`config.mk`:
```
export PLATFORM = sky130hd
export DESIGN_NAME = aes_inv_key_stepper_flat
export DESIGN_NICKNAME = d
export VERILOG_FILES = /design/src/rtl/aes_inv_key_stepper_if.sv /design/src/rtl/aes_inv_key_stepper.sv /design/src/flat_wrapper.sv
export SDC_FILE = /design/constraint.sdc
export NUM_CORES = 2
export LEC_CHECK = 0
export ABC_CLOCK_PERIOD_IN_PS = 23400
export BUFFER_PORTS_ARGS = -buffer_cell sky130_fd_sc_hd__buf_4
export CAP_MARGIN = 40
export CORE_ASPECT_RATIO = 0.75
export CORE_MARGIN = 2
export CORE_UTILIZATION = 60
export CTS_BUF_LIST = sky130_fd_sc_hd__clkbuf_4 sky130_fd_sc_hd__clkbuf_8
export DETAILED_ROUTE_END_ITERATION = 6
export PLACE_DENSITY = 0.78
export SLEW_MARGIN = 25
export SYNTH_ARGS = -nofsm -noshare
export SYNTH_HDL_FRONTEND = slang
export SYNTH_SLANG_ARGS = --single-unit
```
`constraint.sdc`:
```
create_clock -name clk -period 23.4 [get_ports clk]
set_clock_uncertainty 0.05 [all_clocks]
set_input_delay 0 -clock clk [delete_from_list [all_inputs] [get_ports clk]]
set_output_delay 0 -clock clk [all_outputs]
set_load 0.03 [all_outputs]
```
`src/rtl/aes_inv_key_stepper_if.sv`:
```
// Handshake bundle between the AES-128 inverse key stepper and its consumer.
// The slave modport is the stepper; the master modport is the key consumer.
interface aes_inv_key_stepper_if #(
  parameter int IDXW = 4
) ();
  logic            load;
  logic [127:0]    key_in;
  logic            key_ready;
  logic [127:0]    round_key;
  logic [IDXW-1:0] round_idx;
  logic            key_valid;
  logic            busy;
  logic            done;

  modport slave (
    input  load,
    input  key_in,
    input  key_ready,
    output round_key,
    output round_idx,
    output key_valid,
    output busy,
    output done
  );

  modport master (
    output load,
    output key_in,
    output key_ready,
    input  round_key,
    input  round_idx,
    input  key_valid,
    input  busy,
    input  done
  );
endinterface

```
`src/rtl/aes_inv_key_stepper.sv`:
```
// Iterative AES-128 key schedule that streams round keys 10..0 over valid/ready.
// Optional macro FWD_PRECOMPUTE_EN: accept the cipher key and expand forward first.

module aes_sbox (
  input  logic [7:0] a,
  output logic [7:0] s
);
  function automatic logic [7:0] gf_mul(input logic [7:0] x, input logic [7:0] y);
    logic [7:0] p;
    logic [7:0] xx;
    logic [7:0] yy;
    p  = 8'h00;
    xx = x;
    yy = y;
    for (int i = 0; i < 8; i++) begin
      if (yy[0]) p = p ^ xx;
      xx = xx[7] ? ({xx[6:0], 1'b0} ^ 8'h1b) : {xx[6:0], 1'b0};
      yy = {1'b0, yy[7:1]};
    end
    return p;
  endfunction

  logic [7:0] x2, x4, x8, x16, x32, x64, x128, inv;

  // Multiplicative inverse as a^254 (254 = 2+4+...+128); maps 0 to 0 as required.
  always_comb begin
    x2   = gf_mul(a, a);
    x4   = gf_mul(x2, x2);
    x8   = gf_mul(x4, x4);
    x16  = gf_mul(x8, x8);
    x32  = gf_mul(x16, x16);
    x64  = gf_mul(x32, x32);
    x128 = gf_mul(x64, x64);
    inv  = gf_mul(gf_mul(gf_mul(x2, x4), gf_mul(x8, x16)),
                  gf_mul(gf_mul(x32, x64), x128));
    s    = inv ^ {inv[6:0], inv[7]} ^ {inv[5:0], inv[7:6]} ^
           {inv[4:0], inv[7:5]} ^ {inv[3:0], inv[7:4]} ^ 8'h63;
  end
endmodule

module aes_inv_key_stepper #(
  parameter int NR   = 10,
  parameter int IDXW = 4
) (
  input  logic                  clk,
  input  logic                  rst,
  aes_inv_key_stepper_if.slave  kif
);
`ifdef FWD_PRECOMPUTE_EN
  typedef enum logic [1:0] {IDLE, EXPAND, EMIT} state_t;
`else
  typedef enum logic [1:0] {IDLE, EMIT} state_t;
`endif

  state_t          state_reg;
  logic [127:0]    key_reg;
  logic [IDXW-1:0] idx_reg;
  logic            valid_reg;
  logic            busy_reg;
  logic            done_reg;
`ifdef FWD_PRECOMPUTE_EN
  logic [IDXW-1:0] cnt_reg;
  logic [127:0]    fwd_next;
`endif

  logic [31:0]  k0, k1, k2, k3;
  logic [31:0]  p1, p2, p3;
  logic [31:0]  sb_word;
  logic [31:0]  rot_word;
  logic [31:0]  sub_word;
  logic [127:0] prev_next;

  function automatic logic [7:0] rcon(input logic [IDXW-1:0] r);
    case (int'(r))
      1:       return 8'h01;
      2:       return 8'h02;
      3:       return 8'h04;
      4:       return 8'h08;
      5:       return 8'h10;
      6:       return 8'h20;
      7:       return 8'h40;
      8:       return 8'h80;
      9:       return 8'h1b;
      10:      return 8'h36;
      default: return 8'h00;
    endcase
  endfunction

  always_comb begin
    k0 = key_reg[127:96];
    k1 = key_reg[95:64];
    k2 = key_reg[63:32];
    k3 = key_reg[31:0];
    p3 = k3 ^ k2;
    p2 = k2 ^ k1;
    p1 = k1 ^ k0;
`ifdef FWD_PRECOMPUTE_EN
    // Forward expansion and backward stepping share one SubWord datapath.
    sb_word = (state_reg == EXPAND) ? k3 : p3;
`else
    sb_word = p3;
`endif
    rot_word  = {sb_word[23:0], sb_word[31:24]};
    prev_next = {k0 ^ sub_word ^ {rcon(idx_reg), 24'h000000}, p1, p2, p3};
`ifdef FWD_PRECOMPUTE_EN
    fwd_next[127:96] = k0 ^ sub_word ^ {rcon(cnt_reg), 24'h000000};
    fwd_next[95:64]  = k1 ^ fwd_next[127:96];
    fwd_next[63:32]  = k2 ^ fwd_next[95:64];
    fwd_next[31:0]   = k3 ^ fwd_next[63:32];
`endif
  end

  genvar gi;
  generate
    for (gi = 0; gi < 4; gi++) begin : g_sbox
      aes_sbox u_sbox (
        .a (rot_word[gi*8 +: 8]),
        .s (sub_word[gi*8 +: 8])
      );
    end
  endgenerate

  always_ff @(posedge clk) begin
    if (rst) begin
      state_reg <= IDLE;
      key_reg   <= '0;
      idx_reg   <= '0;
      valid_reg <= 1'b0;
      busy_reg  <= 1'b0;
      done_reg  <= 1'b0;
`ifdef FWD_PRECOMPUTE_EN
      cnt_reg   <= '0;
`endif
    end else begin
      case (state_reg)
        IDLE: begin
          done_reg <= 1'b0;
          if (kif.load) begin
            key_reg  <= kif.key_in;
            idx_reg  <= IDXW'(NR);
            busy_reg <= 1'b1;
`ifdef FWD_PRECOMPUTE_EN
            cnt_reg   <= IDXW'(1);
            state_reg <= EXPAND;
`else
            valid_reg <= 1'b1;
            state_reg <= EMIT;
`endif
          end
        end
`ifdef FWD_PRECOMPUTE_EN
        EXPAND: begin
          key_reg <= fwd_next;
          if (cnt_reg == IDXW'(NR)) begin
            valid_reg <= 1'b1;
            state_reg <= EMIT;
          end else begin
            cnt_reg <= cnt_reg + 1'b1;
          end
        end
`endif
        EMIT: begin
          if (kif.key_ready) begin
            if (idx_reg == '0) begin
              // Round-0 key stays on round_key after the stream ends.
              valid_reg <= 1'b0;
              busy_reg  <= 1'b0;
              done_reg  <= 1'b1;
              state_reg <= IDLE;
            end else begin
              key_reg <= prev_next;
              idx_reg <= idx_reg - 1'b1;
            end
          end
        end
        default: state_reg <= IDLE;
      endcase
    end
  end

  assign kif.round_key = key_reg;
  assign kif.round_idx = idx_reg;
  assign kif.key_valid = valid_reg;
  assign kif.busy      = busy_reg;
  assign kif.done      = done_reg;
endmodule

```
`src/flat_wrapper.sv`:
```
// flat-port wrapper written by rule: the top's interface ports become plain ports
module aes_inv_key_stepper_flat 
#(
  parameter int NR   = 10,
  parameter int IDXW = 4
)
  (clk, rst, kif_load, kif_key_in, kif_key_ready, kif_round_key, kif_round_idx, kif_key_valid, kif_busy, kif_done);
  aes_inv_key_stepper_if #(.IDXW(IDXW)) kif_i ();
  input  logic clk;
  input  logic rst;
  input wire logic [$bits(kif_i.load)-1:0] kif_load;
  input wire logic [$bits(kif_i.key_in)-1:0] kif_key_in;
  input wire logic [$bits(kif_i.key_ready)-1:0] kif_key_ready;
  output wire logic [$bits(kif_i.round_key)-1:0] kif_round_key;
  output wire logic [$bits(kif_i.round_idx)-1:0] kif_round_idx;
  output wire logic [$bits(kif_i.key_valid)-1:0] kif_key_valid;
  output wire logic [$bits(kif_i.busy)-1:0] kif_busy;
  output wire logic [$bits(kif_i.done)-1:0] kif_done;
  assign kif_i.load = kif_load;
  assign kif_i.key_in = kif_key_in;
  assign kif_i.key_ready = kif_key_ready;
  assign kif_round_key = kif_i.round_key;
  assign kif_round_idx = kif_i.round_idx;
  assign kif_key_valid = kif_i.key_valid;
  assign kif_busy = kif_i.busy;
  assign kif_done = kif_i.done;
  aes_inv_key_stepper #(.NR(NR), .IDXW(IDXW)) u_core (.clk(clk), .rst(rst), .kif(kif_i));
endmodule
```
==> flow_results.xml <==
<?xml version="1.0" encoding="UTF-8"?>
<metrics>
  <group name="synth">
    <metric name="asyncSetResetFlopFracSynth" unit="%">0</metric>
    <metric name="postSynthRegisterBits" unit="">142</metric>
    <metric name="synth_top_family_by_area" unit="">XOR/XNOR gates</metric>
    <metric name="synthDistinctLibCells" unit="">119</metric>
    <metric name="synth_top_cell_area_share" unit="%">26.2</metric>
    <metric name="ys_warn_count" unit="">0</metric>
    <metric name="netlist_top_cells_count" unit="">1807 x xnor2_1, 1220 x nor2_1, 915 x nand2_1</metric>
    <metric name="synthXorXnorAreaFrac" unit="%">44.4</metric>
    <metric name="syn_area" unit="um^2">60400</metric>
    <metric name="synth.mux.area_fraction" unit="%">3.13</metric>
    <metric name="synth_compound_area_share" unit="%">20.3</metric>
    <metric name="synth_simple_gate_area_share" unit="%">21.9</metric>
    <metric name="yosys.cell_count.top_type" unit="">xnor2_1</metric>
    <metric name="post_synth_fa_ha_maj_area_fraction" unit="%">0.758</metric>
    <metric name="postSynthAreaPerCell" unit="um^2">7.08</metric>
    <metric name="main_area_contributors_after_synthesis" unit="">xnor2_1 26%, xnor3_1 7.7%, nor2_1 7.6%</metric>
    <metric name="yosys_most_used_dff" unit="">dfxtp_1</metric>
    <metric name="post_synth_inst_count" unit="">8541</metric>
    <metric name="ys_seq_area_share" unit="%">4.70</metric>
    <metric name="yosys.area.top_type" unit="">xnor2_1</metric>
    <metric name="post_synth_edffs" unit="">0</metric>
    <metric name="synth_nets" unit="">8704</metric>
  </group>
  <group name="placed_design">
    <metric name="detailed_place_hpwl" unit="um">152000</metric>
    <metric name="finalWeightedCongestion" unit="">0.994</metric>
    <metric name="port-buffer-count" unit="">266</metric>
  </group>
  <group name="drt">
    <metric name="drc_errors" unit="">1</metric>
    <metric name="drt-total-wl" unit="um">208000</metric>
    <metric name="first_pass_iters" unit="">7</metric>
    <metric name="vias" unit="">64400</metric>
    <metric name="first_drt_iteration_drcs" unit="">9358</metric>
    <metric name="route.antenna.remaining_nets" unit="">0</metric>
    <metric name="wire_per_inst" unit="um">20.6</metric>
    <metric name="detail_route.vias_per_cell" unit="">6.38</metric>
  </group>
  <group name="grt">
    <metric name="first_global_vias" unit="">58200</metric>
    <metric name="grt_max_degree" unit="">80</metric>
    <metric name="global_route.usage.met2" unit="%">58.0</metric>
    <metric name="grt_use_met3" unit="%">8.72</metric>
    <metric name="wire_length_of_the_first_global_routing_pass" unit="um">327000</metric>
    <metric name="antenna_found_initial" unit="">14</metric>
    <metric name="global_route.overflow_total" unit="">0</metric>
    <metric name="grt_most_used_layer" unit="">met2</metric>
    <metric name="met1_global_route_usage" unit="%">54.4</metric>
    <metric name="gr-usage-all-layers" unit="%">38.3</metric>
  </group>
  <group name="critical_path">
    <metric name="cpPeakStageDelay" unit="ns">0.81</metric>
    <metric name="cp_data_arrival_time" unit="ns">19.98</metric>
    <metric name="reg2reg_from" unit="">u_core.kif.round_key[63]</metric>
    <metric name="r2r_cells" unit="">58</metric>
    <metric name="crit_path_start_kind" unit="">flop</metric>
    <metric name="critPathMaxFanout" unit="">33</metric>
    <metric name="critical_path.endpoint_type" unit="">flop</metric>
    <metric name="crit_path_top_delay_cell" unit="">xnor3_2</metric>
    <metric name="crit_required" unit="ns">23.83</metric>
    <metric name="timing_worst_setup_path_type" unit="">reg2reg</metric>
    <metric name="cp_common_cell" unit="">xnor2_1</metric>
    <metric name="critical_path.reg2reg.endpoint" unit="">u_core.kif.round_key[102]</metric>
    <metric name="regToRegSetupSlack" unit="ns">3.85</metric>
  </group>
  <group name="floorplan">
    <metric name="fp.dieH" unit="um">279</metric>
    <metric name="die_area" unit="um^2">103000</metric>
    <metric name="num_rows" unit="">100</metric>
    <metric name="design.portCount" unit="">267</metric>
    <metric name="std_cell_core_area" unit="um^2">99500</metric>
    <metric name="floorplan.initialDensity" unit="%">60.7</metric>
    <metric name="die_boundary_width" unit="um">370</metric>
  </group>
  <group name="final_layout">
    <metric name="flow.area_growth_from_synthesis" unit="%">9.91</metric>
    <metric name="layout-drive-gt1-share" unit="%">10.6</metric>
    <metric name="multi_input_comb_area" unit="um^2">55000</metric>
    <metric name="nets" unit="">8910</metric>
    <metric name="final-seq-area" unit="um^2">2850</metric>
    <metric name="n_fill_cell" unit="">8606</metric>
    <metric name="finalCoreUtilization" unit="%">66.8</metric>
    <metric name="largest_register_ff_count" unit="">128</metric>
  </group>
  <group name="clock_network">
    <metric name="root_buffer" unit="">clkbuf_8</metric>
    <metric name="hold_buffers" unit="">134</metric>
    <metric name="ctsHtreeMaxLevel" unit="">4</metric>
    <metric name="clk-insertion-delay-late" unit="ns">0.57</metric>
    <metric name="postCtsResizedCells" unit="">0</metric>
    <metric name="clock_buffer_count_from_cts" unit="">17</metric>
    <metric name="max-clock-path-buffers" unit="">2</metric>
    <metric name="tritoncts_num_sinks" unit="">142</metric>
    <metric name="tritoncts" unit="">done</metric>
    <metric name="cts_setup_buffers" unit="">0</metric>
    <metric name="path_clk_slew" unit="ns">0.11</metric>
  </group>
  <group name="timing">
    <metric name="hold_viol" unit="">0</metric>
    <metric name="period_share" unit="%">83.6</metric>
    <metric name="slew_violations" unit="">0</metric>
    <metric name="final_critical_period" unit="ns">19.55</metric>
    <metric name="report.final.setup_viol" unit="">0</metric>
    <metric name="slew_headroom" unit="%">39.8</metric>
    <metric name="grt_setup_unrepaired" unit="">false</metric>
    <metric name="tns" unit="ns">0</metric>
    <metric name="fmaxAchievable" unit="MHz">51.1</metric>
    <metric name="worstMarginPinSlew" unit="ns">0.896</metric>
  </group>
  <group name="worst_hold_path">
    <metric name="hold_path_startpoint" unit="">kif_load</metric>
    <metric name="worstHoldPathCells" unit="">3</metric>
    <metric name="whs_endpoint" unit="">u_core.kif.round_key[60]</metric>
    <metric name="min-delay-path-class" unit="">in2reg</metric>
  </group>
  <group name="run_status">
    <metric name="outcome" unit="">finished, violations left</metric>
    <metric name="violated_checks" unit="">DRC</metric>
  </group>
  <group name="job">
    <metric name="max-cap-violations" unit="">0</metric>
  </group>
</metrics>
-- critical path, delay by kind of cell, from the launching register on --
family	cells	cell delay, ns
xor+xnor	28	9.14
mux	3	0.78
simple gates	8	2.05
fa+ha+maj	5	2.45
compound gates	5	1.56
buf+inv	9	2.71
flops	1	0.65
-- worst max path at each step --
stage / start / endpoint
after floorplan: u_core.kif.round_key[47] / u_core.kif.round_key[118]
after global placement: u_core.kif.round_key[47] / u_core.kif.round_key[112]
after detailed placement: u_core.kif.round_key[47] / u_core.kif.round_key[112]
after CTS: u_core.kif.round_key[47] / u_core.kif.round_key[117]
after global routing: u_core.kif.round_key[63] / u_core.kif.round_key[102]
final: u_core.kif.round_key[63] / u_core.kif.round_key[102]
-- logic make-up after synthesis --
| group | after synthesis |
|---|---|
| muxes | 181 |
| AOI/OAI and AO/OA | 1874 |
| buffers and inverters | 693 |
| xor gates and xnor gates | 2580 |
| and+or+nand+nor | 3033 |
| DFF | 142 |
| adders and majority gates | 38 |
-- per-stage QoR --
| stage | cells | setup slack [ns] | cell area (um^2) | hold slack [ns] |
|---|---|---|---|---|
| final | 10100 | 3.85 | 66400 | 0.101 |
| after global routing | 10100 | 2.66 | 66400 | 0.120 |
| after CTS | 10000 | 3.45 | 65900 | 0.0529 |
| after detailed placement | 9860 | 3.50 | 64200 | 0.262 |
| after global placement | 9798 | 3.70 | 63700 | 0.251 |
| after floorplan | 8541 | 6.74 | 60400 | 0.0855 |
-- metal layers --
metal	vias to the layer above	part of all wire (%)
met5	-	0.012
met4	4	2.4
met3	377	12
met2	3891	43
met1	30400	42
li1	29700	-
-- final cells by class --
class                      count  share of cell area, %
clock inverter                12                  0.209
clock buffer                  18                  0.364
multi-input combinational   7706                   82.8
inverter                     120                  0.686
antenna                       11                 0.0414
sequential                   142                   4.29
tap                         1326                   2.50
timing repair buffer         760                   9.14
-- cells in the final DEF (no fill, tap or decap), types with 63 or more instances in the layout --
cell / Yosys / layout
xnor2_1: 1807 / 1780
nor2_1: 1220 / 1219
nand2_1: 915 / 914
buf_4: 36 / 528
a21oi_1: 492 / 492
o21ai_0: 426 / 426
xor2_1: 433 / 424
nor3_1: 228 / 228
xnor3_1: 207 / 207
nand3_1: 186 / 186
mux2i_1: 153 / 153
dfxtp_1: 142 / 141
nor2b_1: 136 / 134
dlygate4sd3_1: 0 / 134
a211oi_1: 126 / 126
inv_1: 101 / 100
xnor2_2: 72 / 99
o22ai_1: 94 / 94
a22oi_1: 90 / 90
o211ai_1: 86 / 86
nand2b_1: 70 / 70
a31oi_1: 63 / 63
Power is left out: the tool's default activity adds up to more than one toggle a clock period on the data nets, which glitch-free logic cannot reach.
